--- src/rtl/riscv_ctrl_pkg.sv ---
// Shared constants and types for the multicycle RISC-V control unit:
// opcodes, ALU operation codes, FSM state encoding and the control bundle.
package riscv_ctrl_pkg;

  // Supported major opcodes (IR[6:0])
  localparam logic [6:0] OP_R   = 7'b0110011;
  localparam logic [6:0] OP_I   = 7'b0010011;
  localparam logic [6:0] OP_LW  = 7'b0000011;
  localparam logic [6:0] OP_SW  = 7'b0100011;
  localparam logic [6:0] OP_BEQ = 7'b1100011;

  // ALU operation codes understood by the datapath
  localparam logic [3:0] ALU_AND = 4'b0000;
  localparam logic [3:0] ALU_OR  = 4'b0001;
  localparam logic [3:0] ALU_ADD = 4'b0010;
  localparam logic [3:0] ALU_SUB = 4'b0110;
  localparam logic [3:0] ALU_SLT = 4'b0111;
  localparam logic [3:0] ALU_SRL = 4'b1000;
  localparam logic [3:0] ALU_SLL = 4'b1001;
  localparam logic [3:0] ALU_SRA = 4'b1010;
  localparam logic [3:0] ALU_XOR = 4'b1101;

  typedef enum logic [2:0] {
    ST_IF,
    ST_ID,
    ST_EX,
    ST_MEM,
    ST_WB,
    ST_ERR
  } state_t;

  // Registered Moore outputs of the controller (PCSrc is handled separately)
  typedef struct packed {
    logic       imem_read;
    logic       alu_src;
    logic       reg_write;
    logic       mem_to_reg;
    logic       load_pc;
    logic       mem_read;
    logic       mem_write;
    logic       illegal;
    logic [3:0] alu_ctrl;
  } ctrl_out_t;

  function automatic logic is_legal(input logic [6:0] op);
    return (op == OP_R) || (op == OP_I) || (op == OP_LW) ||
           (op == OP_SW) || (op == OP_BEQ);
  endfunction

endpackage

--- src/rtl/multicycle_ctrl_if.sv ---
// Controller <-> datapath/instruction-memory signal bundle.
// master = control unit side, slave = datapath side.
interface multicycle_ctrl_if;
  logic [31:0] iMemReadData;
  logic        Zero;
  logic [31:0] instruction;
  logic        iMemRead;
  logic        PCSrc;
  logic        ALUSrc;
  logic        RegWrite;
  logic        MemtoReg;
  logic [3:0]  ALUCtrl;
  logic        loadPC;
  logic        MemRead;
  logic        MemWrite;
  logic        illegal;
  logic [31:0] retired;

  modport master (
    input  iMemReadData, Zero,
    output instruction, iMemRead, PCSrc, ALUSrc, RegWrite, MemtoReg,
           ALUCtrl, loadPC, MemRead, MemWrite, illegal, retired
  );

  modport slave (
    output iMemReadData, Zero,
    input  instruction, iMemRead, PCSrc, ALUSrc, RegWrite, MemtoReg,
           ALUCtrl, loadPC, MemRead, MemWrite, illegal, retired
  );
endinterface

--- src/rtl/alu_ctrl_decode.sv ---
// Combinational ALU operation decode from {opcode, funct3, funct7[5]}.
// Anything not explicitly recognised falls back to ADD.
module alu_ctrl_decode
  import riscv_ctrl_pkg::*;
(
  input  logic [6:0] opcode,
  input  logic [2:0] funct3,
  input  logic       funct7_5,
  output logic [3:0] alu_ctrl
);

  // Decode the ALU operation for the instruction class
  always_comb begin
    alu_ctrl = ALU_ADD;
    case (opcode)
      OP_R: begin
        case ({funct7_5, funct3})
          4'b0000: alu_ctrl = ALU_ADD;
          4'b1000: alu_ctrl = ALU_SUB;
          4'b0111: alu_ctrl = ALU_AND;
          4'b0110: alu_ctrl = ALU_OR;
          4'b0100: alu_ctrl = ALU_XOR;
          4'b0010: alu_ctrl = ALU_SLT;
          4'b0001: alu_ctrl = ALU_SLL;
          4'b0101: alu_ctrl = ALU_SRL;
          4'b1101: alu_ctrl = ALU_SRA;
          default: alu_ctrl = ALU_ADD;
        endcase
      end
      OP_I: begin
        // funct7[5] only distinguishes SRAI from SRLI; it is an immediate bit otherwise
        case (funct3)
          3'b000:  alu_ctrl = ALU_ADD;
          3'b111:  alu_ctrl = ALU_AND;
          3'b110:  alu_ctrl = ALU_OR;
          3'b100:  alu_ctrl = ALU_XOR;
          3'b010:  alu_ctrl = ALU_SLT;
          3'b001:  alu_ctrl = ALU_SLL;
          3'b101:  alu_ctrl = funct7_5 ? ALU_SRA : ALU_SRL;
          default: alu_ctrl = ALU_ADD;
        endcase
      end
      OP_BEQ:  alu_ctrl = ALU_SUB;
      default: alu_ctrl = ALU_ADD;  // LW/SW address add, illegal opcodes
    endcase
  end

endmodule

--- src/rtl/multicycle_ctrl.sv ---
// Multicycle control unit: instruction register, IF/ID/EX/MEM/WB sequencer,
// retired-instruction counter and datapath control generation.
// Controls are registered and computed from the next state/IR so that they
// line up with the state they belong to; PCSrc follows Zero combinationally
// during BEQ EX.
module multicycle_ctrl
  import riscv_ctrl_pkg::*;
#(
  parameter logic [31:0] RESET_IR        = 32'h0000_0013,
  parameter bit          HALT_ON_ILLEGAL = 1'b1
) (
  input logic               clk,
  input logic               rst,
  multicycle_ctrl_if.master bus
);

  // Only the fetch strobe is active while held in reset (state IF)
  localparam ctrl_out_t RESET_OUT = '{
    imem_read:  1'b1,
    alu_src:    1'b0,
    reg_write:  1'b0,
    mem_to_reg: 1'b0,
    load_pc:    1'b0,
    mem_read:   1'b0,
    mem_write:  1'b0,
    illegal:    1'b0,
    alu_ctrl:   ALU_ADD
  };

  state_t      state_q, state_d;
  logic [31:0] ir_q, ir_d;
  logic [31:0] retired_q, retired_d;
  ctrl_out_t   out_q, out_d;
  logic [3:0]  alu_ctrl_dec;
  logic [6:0]  op_q, op_d;

  assign op_q = ir_q[6:0];
  assign op_d = ir_d[6:0];

  alu_ctrl_decode u_alu_ctrl_decode (
    .opcode   (ir_d[6:0]),
    .funct3   (ir_d[14:12]),
    .funct7_5 (ir_d[30]),
    .alu_ctrl (alu_ctrl_dec)
  );

  // Next state, IR capture and retired counter
  always_comb begin
    state_d   = state_q;
    ir_d      = ir_q;
    retired_d = retired_q + {31'd0, out_q.load_pc};
    case (state_q)
      ST_IF: begin
        ir_d    = bus.iMemReadData;
        state_d = ST_ID;
      end
      ST_ID: begin
        if (is_legal(op_q)) begin
          state_d = ST_EX;
        end else if (HALT_ON_ILLEGAL) begin
          state_d = ST_ERR;
        end else begin
          state_d = ST_IF;
        end
      end
      ST_EX: begin
        case (op_q)
          OP_R, OP_I:   state_d = ST_WB;
          OP_LW, OP_SW: state_d = ST_MEM;
          default:      state_d = ST_IF;  // BEQ completes here
        endcase
      end
      ST_MEM:  state_d = (op_q == OP_LW) ? ST_WB : ST_IF;
      ST_WB:   state_d = ST_IF;
      ST_ERR:  state_d = ST_ERR;
      default: state_d = ST_IF;
    endcase
  end

  // Control decode for the state being entered, from the IR it will hold
  always_comb begin
    out_d          = '0;
    out_d.alu_ctrl = ALU_ADD;
    case (state_d)
      ST_IF: out_d.imem_read = 1'b1;
      ST_ID: out_d.load_pc   = !is_legal(op_d) && !HALT_ON_ILLEGAL;
      ST_EX: begin
        out_d.alu_src  = (op_d == OP_I) || (op_d == OP_LW) || (op_d == OP_SW);
        out_d.alu_ctrl = alu_ctrl_dec;
        out_d.load_pc  = (op_d == OP_BEQ);
      end
      ST_MEM: begin
        // Operand selection held from EX so the data address stays valid
        out_d.alu_src   = 1'b1;
        out_d.alu_ctrl  = alu_ctrl_dec;
        out_d.mem_read  = (op_d == OP_LW);
        out_d.mem_write = (op_d == OP_SW);
        out_d.load_pc   = (op_d == OP_SW);
      end
      ST_WB: begin
        out_d.alu_src    = (op_d != OP_R);
        out_d.alu_ctrl   = alu_ctrl_dec;
        out_d.reg_write  = 1'b1;
        out_d.mem_to_reg = (op_d == OP_LW);
        out_d.load_pc    = 1'b1;
      end
      ST_ERR:  out_d.illegal = 1'b1;
      default: out_d = RESET_OUT;
    endcase
  end

  // State, IR, counter and registered controls
  always_ff @(posedge clk or negedge rst) begin
    if (!rst) begin
      state_q   <= ST_IF;
      ir_q      <= RESET_IR;
      retired_q <= '0;
      out_q     <= RESET_OUT;
    end else begin
      state_q   <= state_d;
      ir_q      <= ir_d;
      retired_q <= retired_d;
      out_q     <= out_d;
    end
  end

  assign bus.instruction = ir_q;
  assign bus.iMemRead    = out_q.imem_read;
  assign bus.ALUSrc      = out_q.alu_src;
  assign bus.RegWrite    = out_q.reg_write;
  assign bus.MemtoReg    = out_q.mem_to_reg;
  assign bus.ALUCtrl     = out_q.alu_ctrl;
  assign bus.loadPC      = out_q.load_pc;
  assign bus.MemRead     = out_q.mem_read;
  assign bus.MemWrite    = out_q.mem_write;
  assign bus.illegal     = out_q.illegal;
  assign bus.retired     = retired_q;
  // Branch decision is taken from the live Zero flag in BEQ EX only
  assign bus.PCSrc       = (state_q == ST_EX) && (op_q == OP_BEQ) && bus.Zero;

endmodule

--- src/flat_wrapper.sv ---
// flat-port wrapper written by rule: the top's interface ports become plain ports
module multicycle_ctrl_flat import riscv_ctrl_pkg::*;
#(
  parameter logic [31:0] RESET_IR        = 32'h0000_0013,
  parameter bit          HALT_ON_ILLEGAL = 1'b1
)
  (clk, rst, bus_iMemReadData, bus_Zero, bus_instruction, bus_iMemRead, bus_PCSrc, bus_ALUSrc, bus_RegWrite, bus_MemtoReg, bus_ALUCtrl, bus_loadPC, bus_MemRead, bus_MemWrite, bus_illegal, bus_retired);
  multicycle_ctrl_if bus_i ();
  input logic clk;
  input logic rst;
  input wire logic [$bits(bus_i.iMemReadData)-1:0] bus_iMemReadData;
  input wire logic [$bits(bus_i.Zero)-1:0] bus_Zero;
  output wire logic [$bits(bus_i.instruction)-1:0] bus_instruction;
  output wire logic [$bits(bus_i.iMemRead)-1:0] bus_iMemRead;
  output wire logic [$bits(bus_i.PCSrc)-1:0] bus_PCSrc;
  output wire logic [$bits(bus_i.ALUSrc)-1:0] bus_ALUSrc;
  output wire logic [$bits(bus_i.RegWrite)-1:0] bus_RegWrite;
  output wire logic [$bits(bus_i.MemtoReg)-1:0] bus_MemtoReg;
  output wire logic [$bits(bus_i.ALUCtrl)-1:0] bus_ALUCtrl;
  output wire logic [$bits(bus_i.loadPC)-1:0] bus_loadPC;
  output wire logic [$bits(bus_i.MemRead)-1:0] bus_MemRead;
  output wire logic [$bits(bus_i.MemWrite)-1:0] bus_MemWrite;
  output wire logic [$bits(bus_i.illegal)-1:0] bus_illegal;
  output wire logic [$bits(bus_i.retired)-1:0] bus_retired;
  assign bus_i.iMemReadData = bus_iMemReadData;
  assign bus_i.Zero = bus_Zero;
  assign bus_instruction = bus_i.instruction;
  assign bus_iMemRead = bus_i.iMemRead;
  assign bus_PCSrc = bus_i.PCSrc;
  assign bus_ALUSrc = bus_i.ALUSrc;
  assign bus_RegWrite = bus_i.RegWrite;
  assign bus_MemtoReg = bus_i.MemtoReg;
  assign bus_ALUCtrl = bus_i.ALUCtrl;
  assign bus_loadPC = bus_i.loadPC;
  assign bus_MemRead = bus_i.MemRead;
  assign bus_MemWrite = bus_i.MemWrite;
  assign bus_illegal = bus_i.illegal;
  assign bus_retired = bus_i.retired;
  multicycle_ctrl #(.RESET_IR(RESET_IR), .HALT_ON_ILLEGAL(HALT_ON_ILLEGAL)) u_core (.clk(clk), .rst(rst), .bus(bus_i));
endmodule
--- config.mk ---
export PLATFORM = sky130hd
export DESIGN_NAME = multicycle_ctrl_flat
export DESIGN_NICKNAME = d
export VERILOG_FILES = /design/src/rtl/riscv_ctrl_pkg.sv /design/src/rtl/multicycle_ctrl_if.sv /design/src/rtl/alu_ctrl_decode.sv /design/src/rtl/multicycle_ctrl.sv /design/src/flat_wrapper.sv
export SDC_FILE = /design/constraint.sdc
export NUM_CORES = 1
export LEC_CHECK = 0
export ABC_CLOCK_PERIOD_IN_PS = 3700
export BUFFER_PORTS_ARGS = -buffer_cell sky130_fd_sc_hd__buf_2
export CAP_MARGIN = 20
export CORE_MARGIN = 3
export CORE_UTILIZATION = 51
export CTS_CLUSTER_SIZE = 16
export DETAILED_ROUTE_END_ITERATION = 12
export MAX_ROUTING_LAYER = met4
export PLACE_DENSITY = 0.8
export SYNTH_ARGS = -nofsm -noshare
export SYNTH_HDL_FRONTEND = slang
export SYNTH_SLANG_ARGS = --single-unit
export TNS_END_PERCENT = 50
--- constraint.sdc ---
create_clock -name clk -period 3.7 [get_ports clk]
set_clock_uncertainty 0.1 [all_clocks]
set_input_delay 0.74 -clock clk [delete_from_list [all_inputs] [get_ports clk]]
set_output_delay 0.74 -clock clk [all_outputs]
set_load 0.005 [all_outputs]
# Word-level counts from Yosys, hierarchy flattened
# Memory sizes are Yosys's and may differ from the RTL's.
# Cells that the tools add are included.
# classes
muxes,15
n_addsub,1
n_eq_ne,26
reduce_logical,13
# op_table
operator,count
32-bit by 1-bit adder with 32-bit output,1
31-bit two-way mux,1
7-bit by 6-bit equality test with 1-bit output (second input constant),4
4-bit case mux with 6 select lines,1
3-bit equality test (second input constant),7
3-bit by 2-bit equality test with 1-bit output (second input constant),5
3-bit case mux with 5 select lines,1
7-bit by 2-bit equality test with 1-bit output (second input constant),2
7-bit by 5-bit equality test with 1-bit output (second input constant),2
7-bit equality test (second input constant),2
4-bit case mux with 3 select lines,1
3-bit by 1-bit equality test with 1-bit output (second input constant),3
7-bit by 6-bit != test with 1-bit output (second input constant),1
1-bit logical OR,6
2-bit two-way mux,3
3-bit two-way mux,2
1-bit case mux with 3 select lines,2
3-bit case mux with 2 select lines,1
5-bit OR reduction,1
4-bit two-way mux,1
2-bit OR reduction,2
3-bit logical NOT,1
3-bit OR reduction,1
1-bit logical AND,2
1-bit two-way mux,2
# totals
out_inout_bits,77
input_bits,35
register_bits,79
wordCells,69
mem_count,1
rom_bits,64
# memory_table
memory,words,width,rd,rd_clocked_by_memory_dff,wr,line,text
(name not given),16,4,1,0,0,alu_ctrl_decode.sv:17,"case ({funct7_5, funct3})"

# Depth between registers and ports, before layout
# Gate-level depths: netlist (run 1).
# logic_depth
depth_word,10
depth_mapped,10
ltp_nobuf,7

# Cells and area by module
# Synthesis (run 1) repeated with hierarchy kept, for this count alone.
# hier_totals
hier_cells,292
area_unflattened_um2,3631.0
# modules_own_cells
mod,area_each_um2,seq_area_each_um2,instances,cells_per_inst
multicycle_ctrl,3330.7,1983.2,1,251
alu_ctrl_decode,300.3,0.0,1,41

# Least setup slack after synthesis (run 1)
# OpenSTA, ideal clock, no wires.
# synth_timing
path_kind,reg2reg
from,reg u_core.state_q[0]
to,"reg u_core.out_q, in the netlist u_core.bus.ALUCtrl[1]"
setup_slack_ps,1159
t_arrival_ps,2360
setup_time_ps,82
t_required_ps,3518
path_buffers,3
path_stages_with_launch,10
period_less_slack_ps,2541
cell_sequence,dfrtp_1 buf_6 or3_1 buf_6 buf_2 mux2i_1 inv_1 ha_1 a221o_1 a211o_1
# synth_rtl
item,line,text
"start, declared",multicycle_ctrl.sv:30,"state_t state_q, state_d;"
"start signal, assigned",multicycle_ctrl.sv:120,state_q <= state_d;
"end signal, assigned",multicycle_ctrl.sv:123,out_q <= out_d;
"end, declared",multicycle_ctrl.sv:33,"ctrl_out_t out_q, out_d;"

==> results of run 1 <==
[per-layer routing]
| metal | routed length [um] | part of all wire (%) | global-route usage [%] | up-vias |
|---|---|---|---|---|
| li1 | - | - | - | 1332 |
| met1 | 3450 | 44 | 26.9 | 1329 |
| met2 | 3900 | 49 | 33.5 | 102 |
| met3 | 482 | 6.1 | 5.49 | 12 |
| met4 | 91 | 1.1 | 8.24 | 0 |
| met5 | 0 | 0 | - | - |
[sequential cells by signal, summed over array words and instances, names as in the netlist, 3 cells and up]
register	cells
u_core.bus.instruction	32
u_core.bus.ALUCtrl	4
u_core.state_q	3
u_core.bus.retired	32
[power by group through the flow]
| stage | clock network [mW] | registers [mW] | logic (mW) |
|---|---|---|---|
| floorplan | 0 | 1.22 | 0.491 |
| global placement | 0 | 1.23 | 0.796 |
| detailed placement | 0 | 1.24 | 0.832 |
| CTS | 0.769 | 1.22 | 0.834 |
| global route | 0.810 | 1.25 | 0.928 |
| finish | 0.761 | 1.22 | 0.830 |
[cell families (layout without fill, tap and decap cells)]
kind of cell    count (synthesis)  after routing
compound gates                 21             21
mux                            10             10
xor+xnor                       32             32
simple gates                  162            162
flops                          79             79
buf+inv                        16            134
fa+ha+maj                       7              7
[worst register-to-register path: cells and delay by family (launching register included)]
kind	cells	cell delay, ps
flip-flops	1	500
adder cells (fa/ha/maj)	1	260
multiplexers	1	460
buffers and inverters	1	140
AND/OR/NAND/NOR	2	1000
AO/OA/AOI/OAI	2	280
[worst max-delay path by stage]
| stage | slack [ps] | depth (start not counted) | to |
|---|---|---|---|
| 2_1_floorplan | 1160 | 9 | u_core.bus.ALUCtrl[1] |
| 3_3_place_gp | 1040 | 6 | u_core.bus.ALUCtrl[1] |
| 3_5_place_dp | 910 | 6 | u_core.bus.ALUCtrl[1] |
| 4_1_cts | 910 | 6 | u_core.bus.ALUCtrl[1] |
| 5_1_grt | 750 | 7 | u_core.bus.ALUCtrl[1] |
| 6_report | 910 | 7 | u_core.bus.ALUCtrl[1] |
[through the flow]
step / std cells / util (%) / hold WS [ps] / power, mW
6_report: 522 / 67.1 / 365 / 2.82
5_1_grt: 522 / 67.1 / 376 / 2.99
4_1_cts: 522 / 67.1 / 372 / 2.83
3_5_place_dp: 507 / 63.5 / 356 / 2.07
3_3_place_gp: 507 / 63.5 / 357 / 2.03
2_1_floorplan: 327 / - / 344 / 1.72
[placed cells by master, fill, tap and decap left out, types with 3 or more instances in the layout]
cell type,Yosys,routed
dfstp_2,5,5
or3_1,3,3
and4_1,3,3
ha_1,7,7
mux2i_1,5,5
o21ai_0,3,3
nor4_1,3,3
buf_4,0,3
buf_2,1,110
and2_1,4,4
nand3_1,13,13
xor2_1,8,8
nor3_1,4,4
dfrtp_1,74,74
a21oi_1,4,4
nand4_1,9,9
nand2_1,90,90
nor2_1,9,9
nand2b_1,3,3
inv_1,6,6
o21a_1,3,3
clkbuf_8,0,9
nor3b_1,3,3
xnor2_1,24,24
and3_1,8,8
bufinv_16,0,3
[final cells by class]
class	instances	area share, %
flip-flops and latches	79	45.5
multi-input cells	232	33.2
repair buffers	113	13.2
clock buffers	10	2.93
clock inverters	5	2.44
well taps	77	2.21
inverters	6	0.517
==> results.yml, run 1 <==
worst_setup_path:
  cp.arrival_ps: 2990
  cp_max_fo: 14
  cp_cell_sequence: "or3_1 > mux2i_1 > inv_1 > ha_1 > nor4_1 > a221o_1 > a211o_1"
  startpoint: "u_core.state_q[0]"
  r2r_end: "u_core.bus.ALUCtrl[1]"
  cp_top_family: "simple AND/OR/NAND/NOR gates"
  reg2reg_slack_ps: 910
  critPathBufInv: 1
  cp_slowest_cell: "or3_1"
  worstReg2RegStart: "u_core.state_q[0]"
  criticalPathCategory: "reg -> reg"
  cp-end-kind: "register"
  critPathLaunchType: "register"
  reg2reg_depth: 7
  slowest_delay_ps: 620
  required_ps: 3890
final_layout:
  antenna_cells: 0
  drive_gt1_share_pct: 31.9
  area_growth_pct: 24.4
  stdcell_area_um2: 4360
  fillers: 525
  regArea_um2: 1980
  fin_nets: 483
  multi_input_area_um2: 1450
global_route:
  grt_start_max_net_pins: 80
  grt_pass1_wl_um: 12700
  gr-total-overflow: 0
  grt_usage_pct: 21.5
  antenna_found_initial: 0
  grt_pass1_vias: 2741
logic_synthesis:
  yosysTopAreaCellShare_pct: 52.9
  synth_edf_count: 0
  ys_warn_count: 0
  synthXorXnorAreaFrac_pct: 8.01
  yosysSeqAreaShare_pct: 56.6
  synth_fp_nets: 369
  async_reset_ff_share_pct: 100
  synth_top_family_by_area: "simple AND/OR/NAND/NOR gates"
  synth_top_cells_by_count: "nand2_1 (90), dfrtp_1 (74), xnor2_1 (24)"
  syn_inst: 327
  synth-compound-area-share_pct: 4.18
  synth_area_per_cell_um2: 10.7
  muxShareOfSynthArea_pct: 3.79
  synth_adder_area_share_pct: 2.50
  syn_area_um2: 3500
  synth.most_common_cell: "nand2_1"
  yosysUniqueCellTypes: 44
  synth-simple-area-share_pct: 22.7
  synth-seq-cells: 79
  yosysTopAreaCell: "dfrtp_1"
  synth_area_leaders: "dfrtp_1 (53%), nand2_1 (9.6%), xnor2_1 (6.0%)"
  synth_ff_type: "dfrtp_1"
routing:
  postRouteAntennaNets: 0
  drt_wl_total_um: 7920
  wl_per_cell_um: 15.2
  vias: 2775
  dr.pass1.iters: 4
  viasPerCell: 5.32
  drc: 0
  drtIter0Drc: 101
cts:
  htree_levels: 3
  cts.sinks: 79
  ctsResizeCount: 0
  worstSkewPairLatency_ps: 350
  post-cts-setup-buffers: 0
  cts_tree: "yes"
  path_clk_slew_ps: 80
  clockBufferDepth: 2
  cts_buffers: 9
  ctsHoldBuffers: 0
  root_buffer: "clkbuf_8"
outcome:
  outcome: "finished clean"
pwr:
  powerDensity_nw_per_um2: 646
  pwr-share-comb_pct: 29.5
  leakage_nw: 2.33
  p_switching_uw: 920
  switching_share_pct: 32.7
  p_clk_share_pct: 27.0
  pwr-share-seq_pct: 43.5
  vdd_drop_max_mv: 0.444
  p_int_mw: 1.90
timing:
  timing.final.crit_share_pct: 75.5
  hold_violations: 0
  setup_slack_ps: 908
  final.setup.tns_ps: 0
  tightestPinTransition_ps: 970
  drv_slew: 0
  grt_setup_unrepaired: "false"
  slew_headroom_pct: 35.3
  fin_crit_ps: 2790
  finalSetupViolations: 0
  fmax_mhz: 358
min_path:
  hold_end: "u_core.bus.retired[31]"
  worstHoldStart: "u_core.bus.retired[31]"
  hold_depth: 1
  hold_path.class: "reg -> reg"
floorplan:
  pin_count: 112
  die_y_um: 88.9
  fp.coreArea_um2: 6490
  row_count: 29
  start_util_pct: 53.9
  die_w_um: 88.9
  die_area_um2: 7890
place:
  pre_cts_slack_ps: 911
  portBuffers: 111
  dpl.hpwl_um: 5630
  placed_area_um2: 4120
  gp_congestion: 0.866
job:
  max_cap_violations: 0
Power figures use the tool's default switching activity.
==> run 2, diff against run 1 <==
- ABC_CLOCK_PERIOD_IN_PS: 3700 -> 2320
- CORE_UTILIZATION: 51 -> 46
- PLACE_DENSITY: 0.8 -> 0.76
- clock period: 3.7 -> 2.32 ns (I/O delays scaled with it)
==> run 2 against run 1 <==
Effect of this change:
- final area up 5.0%
- highest routed layer unchanged
- clock power up 45%
- wire length about the same
==> results.yml, run 2 (synthesis results as in run 1) <==
floorplan:
  die_area_um2: 8690
  die_y_um: 93.2
  fp.coreArea_um2: 7330
  start_util_pct: 47.8
  row_count: 31
  die_w_um: 93.2
  pin_count: 112
pwr:
  leakage_nw: 2.44
  pwr-share-seq_pct: 42.5
  power.total_mw: 4.54
  p_switching_mw: 1.47
  pwr-share-comb_pct: 33.2
  switching_share_pct: 32.4
  p_clk_share_pct: 24.3
  vdd_drop_max_mv: 0.674
  p_int_mw: 3.07
  powerDensity_nw_per_um2: 992
final_layout:
  final_common_cell: "buf_2"
  fin_nets: 500
  area_growth_pct: 30.6
  final_cell_mix: "buf_2 (110), nand2_1 (90), dfrtp_1 (74)"
  fillers: 658
  drive_gt1_share_pct: 35.6
  antenna_cells: 0
worst_setup_path:
  criticalPathCategory: "reg -> out"
  cp_slowest_cell: "dfstp_2"
  cp_max_fo: 4
  required_ps: 1760
  slowest_delay_ps: 540
  critPathLaunchType: "register"
  cp.arrival_ps: 1720
  cp_cell_sequence: "and4bb_2 > nand2b_4 > nor4bb_4 > buf_2"
  cp-end-kind: "primary output"
routing:
  dr.pass1.iters: 4
  postRouteAntennaNets: 0
  drt_wl_total_um: 7920
  vias: 2817
  wl_per_cell_um: 14.1
  viasPerCell: 5.01
  drtIter0Drc: 113
  drc: 0
global_route:
  antenna_found_initial: 0
  grt_pass1_vias: 2755
  grt_pass1_wl_um: 13200
  gr-total-overflow: 0
  grt_start_max_net_pins: 45
  grt_usage_pct: 19.7
timing:
  timing.final.crit_share_pct: 98.6
  grt_setup_unrepaired: "true"
  finalSetupViolations: 0
  slew_headroom_pct: 68.6
  setup_slack_ps: 32.3
  fmax_mhz: 437
  hold_violations: 0
  tightestPinTransition_ps: 471
  fin_crit_ps: 2290
  drv_slew: 0
cts:
  cts_tree: "yes"
  htree_levels: 3
  cts.sinks: 79
  root_buffer: "clkbuf_8"
  worstSkewPairLatency_ps: 340
  path_clk_slew_ps: 80
  cts_buffers: 9
  clockBufferDepth: 2
job:
  max_cap_violations: 0
outcome:
  outcome: "finished clean"
place:
  pre_cts_slack_ps: -9.52
  dpl.hpwl_um: 5920
  portBuffers: 111
  gp_congestion: 0.807
min_path:
  hold_path.class: "in -> reg"
## run 2: cell types whose count changed in the layout (fill, tap and decap cells not counted), moves of 2 or more
| cell | change |
|---|---|
| clkinv_2 | +2 |
| mux2i_1 | -2 |
| buf_4 | +15 |
| mux2i_4 | +2 |
## run 2: timing repair
action / in CTS / in global routing
resized for setup: 2 / 2
hold buffers: 1 / 0
setup buffers: 0 / 3
pin swaps: 0 / 3
setup endpoints to repair: 2 / 4
hold endpoints to repair: 30 / 0
## run 2: final cells by class
class / instances / area [um^2] / share of cell area, %
repair buffers: 130 / 716 / 15.6
well taps: 99 / 124 / 2.71
inverters: 6 / 22.5 / 0.492
clock buffers: 12 / 145 / 3.17
clock inverters: 4 / 70.1 / 1.53
multi-input cells: 232 / 1510 / 33.1
flip-flops and latches: 79 / 1980 / 43.4
## run 2: final timing paths
path / end / startpoint / slack, ps / depth (start not counted)
max: bus_PCSrc / u_core.bus.instruction[1] / 30 / 4
min: u_core.bus.instruction[31] / bus_iMemReadData[31] / 200 / 3
max reg2reg: u_core.bus.ALUCtrl[1] / u_core.state_q[1] / 80 / 6
min reg2reg: u_core.bus.instruction[8] / u_core.bus.instruction[8] / 370 / 2
max in group asynchronous: u_core.bus.instruction[8] / rst / 1020 / 3
min in group asynchronous: u_core.bus.retired[4] / rst / 520 / 2
## run 2: per-layer routing
layer	share of wire (%)	global-route usage [%]	vias up
met1	45	26.1	1348
met5	0	-	-
met3	5.7	4.83	7
li1	-	-	1374
met4	1.1	6.23	0
met2	49	30.1	88
## run 2: through the flow
step,cells,utilization [%],setup TNS (ps),cell area [um^2],hold WS (ps)
global route,562,62.4,-49.8,4570,203
global placement,542,58.6,0,4300,350
CTS,559,61.9,-31.0,4530,187
floorplan,327,-,0,3540,68.4
detailed placement,542,58.6,-9.52,4300,356
finish,562,62.4,0,4570,205
## run 2: critical path: cells and delay by family, from the launching register on
family                 cells  cell delay [ps]
AND/OR/NAND/NOR            3              680
buffers and inverters      1              160
flip-flops                 1              540
## run 2: power groups by stage
stage / logic (mW) / registers, mW / clock network, mW
CTS: 1.50 / 1.93 / 1.13
detailed placement: 1.49 / 1.95 / 0
floorplan: 0.830 / 1.96 / 0
global placement: 1.45 / 1.95 / 0
global route: 1.71 / 1.98 / 1.19
finish: 1.51 / 1.93 / 1.10
==> run 3, diff against run 2 <==
- CORE_UTILIZATION: 46 -> 47
- CTS_BUF_LIST: default -> sky130_fd_sc_hd__clkbuf_8
- PLACE_DENSITY: 0.76 -> 0.78
==> run 3 against run 2 <==
Effect of this change:
- die area decreased by 2.0%
- largest cell class unchanged
- combinational power is essentially flat
- wire length rose by 2.3%
==> results.yml, run 3 (synthesis results as in run 1) <==
floorplan:
  pin_count: 112
  row_count: 30
  start_util_pct: 49.9
  die_area_um2: 8520
  die_w_um: 92.3
  fp.coreArea_um2: 7020
  die_y_um: 92.3
routing:
  drtIter0Drc: 121
  dr.pass1.iters: 4
  drt_wl_total_um: 8110
  wl_per_cell_um: 14.5
  vias: 2807
  viasPerCell: 5.03
  drc: 0
  postRouteAntennaNets: 0
pwr:
  powerDensity_nw_per_um2: 992
  leakage_nw: 2.41
  power.total_mw: 4.51
  p_clk_share_pct: 24.2
  p_switching_mw: 1.50
  pwr-share-seq_pct: 42.9
  switching_share_pct: 33.3
  p_int_mw: 3.00
  vdd_drop_max_mv: 0.642
  pwr-share-comb_pct: 32.9
global_route:
  grt_pass1_vias: 2804
  grt_pass1_wl_um: 13500
  grt_usage_pct: 20.5
  gr-total-overflow: 0
  grt_start_max_net_pins: 37
  antenna_found_initial: 0
final_layout:
  stdcell_area_um2: 4540
  final_cell_mix: "buf_2 (110), nand2_1 (90), dfrtp_1 (74)"
  area_growth_pct: 29.7
  antenna_cells: 0
  final_common_cell: "buf_2"
  drive_gt1_share_pct: 35.9
  fin_nets: 499
cts:
  path_clk_slew_ps: 80
  cts_tree: "yes"
  cts.sinks: 79
  clockBufferDepth: 2
  root_buffer: "clkbuf_8"
  cts_buffers: 9
  worstSkewPairLatency_ps: 340
  htree_levels: 3
worst_setup_path:
  reg2reg_slack_ps: 90
  cp.arrival_ps: 1700
  cp_max_fo: 3
  critPathLaunchType: "register"
  cp-end-kind: "primary output"
  required_ps: 1760
  criticalPathCategory: "reg -> out"
timing:
  drv_slew: 0
  hold_violations: 0
  grt_setup_unrepaired: "true"
  fin_crit_ps: 2260
  fmax_mhz: 442
  tightestPinTransition_ps: 457
  finalSetupViolations: 0
  slew_headroom_pct: 69.4
  timing.final.crit_share_pct: 97.4
place:
  dpl.hpwl_um: 6070
  portBuffers: 111
  placed_area_um2: 4290
  gp_congestion: 0.925
job:
  max_cap_violations: 0
outcome:
  outcome: "finished clean"
min_path:
  hold_path.class: "in -> reg"
[run 3: per-layer routing]
| metal | global-route usage [%] | vias up | wire length [um] |
|---|---|---|---|
| met2 | 31.9 | 88 | 4010 |
| li1 | - | 1367 | - |
| met4 | 7.18 | 0 | 78 |
| met5 | - | - | 0 |
| met3 | 4.14 | 6 | 408 |
| met1 | 26.9 | 1346 | 3610 |
[run 3: worst paths after layout]
check                                                start  cells past startpoint                    endpoint
worst min-delay path                  bus_iMemReadData[31]                      3  u_core.bus.instruction[31]
worst max-delay path             u_core.bus.instruction[0]                      4                   bus_PCSrc
worst max register to register           u_core.state_q[1]                      7       u_core.bus.ALUCtrl[1]
min in group asynchronous                              rst                      2      u_core.bus.retired[15]
worst min register to register  u_core.bus.instruction[26]                      2  u_core.bus.instruction[26]
max in group asynchronous                              rst                      3         u_core.bus.iMemRead
[run 3: area by class of cell]
| type | instances | area [um^2] |
|---|---|---|
| Inverter | 6 | 22.5 |
| Timing Repair Buffer | 129 | 696 |
| Sequential cell | 79 | 1980 |
| Multi-Input combinational cell | 232 | 1500 |
| Tap cell | 96 | 120 |
| Clock buffer | 12 | 165 |
| Fill cell | 570 | 2480 |
| Clock inverter | 4 | 51.3 |
[run 3: timing repair]
action,CTS,global route
setup endpoints to repair,2,1
pin swaps,2,2
gates resized for setup,3,0
endpoints found under the hold margin,34,0
buffers inserted,0,1
hold buffers,1,0
[run 3: metrics by stage]
| stage | setup slack, ps | util, % | setup TNS [ps] | hold WS [ps] | instances |
|---|---|---|---|---|---|
| after floorplan | 32.3 | - | 0 | 68.4 | 327 |
| after global placement | 63.0 | 61.1 | 0 | 340 | 540 |
| after detailed placement | -5.18 | 61.1 | -5.18 | 348 | 540 |
| after CTS | -11.0 | 64.6 | -11.0 | 186 | 557 |
| after global routing | -4.13 | 64.7 | -4.13 | 187 | 558 |
| final | 59.3 | 64.7 | 0 | 200 | 558 |
[run 3: power groups by stage]
stage / clock (mW) / combinational (mW) / sequential (mW)
2_1_floorplan: 0 / 0.830 / 1.96
3_3_place_gp: 0 / 1.45 / 1.94
6_report: 1.09 / 1.48 / 1.93
4_1_cts: 1.12 / 1.49 / 1.93
5_1_grt: 1.19 / 1.67 / 1.98
3_5_place_dp: 0 / 1.47 / 1.95
[run 3: critical path: stages, from the launching register on]
cell      delay [ps]
dfstp_2          560
and4bb_2         300
nand2b_4          70
nor4bb_2         270
buf_2            160
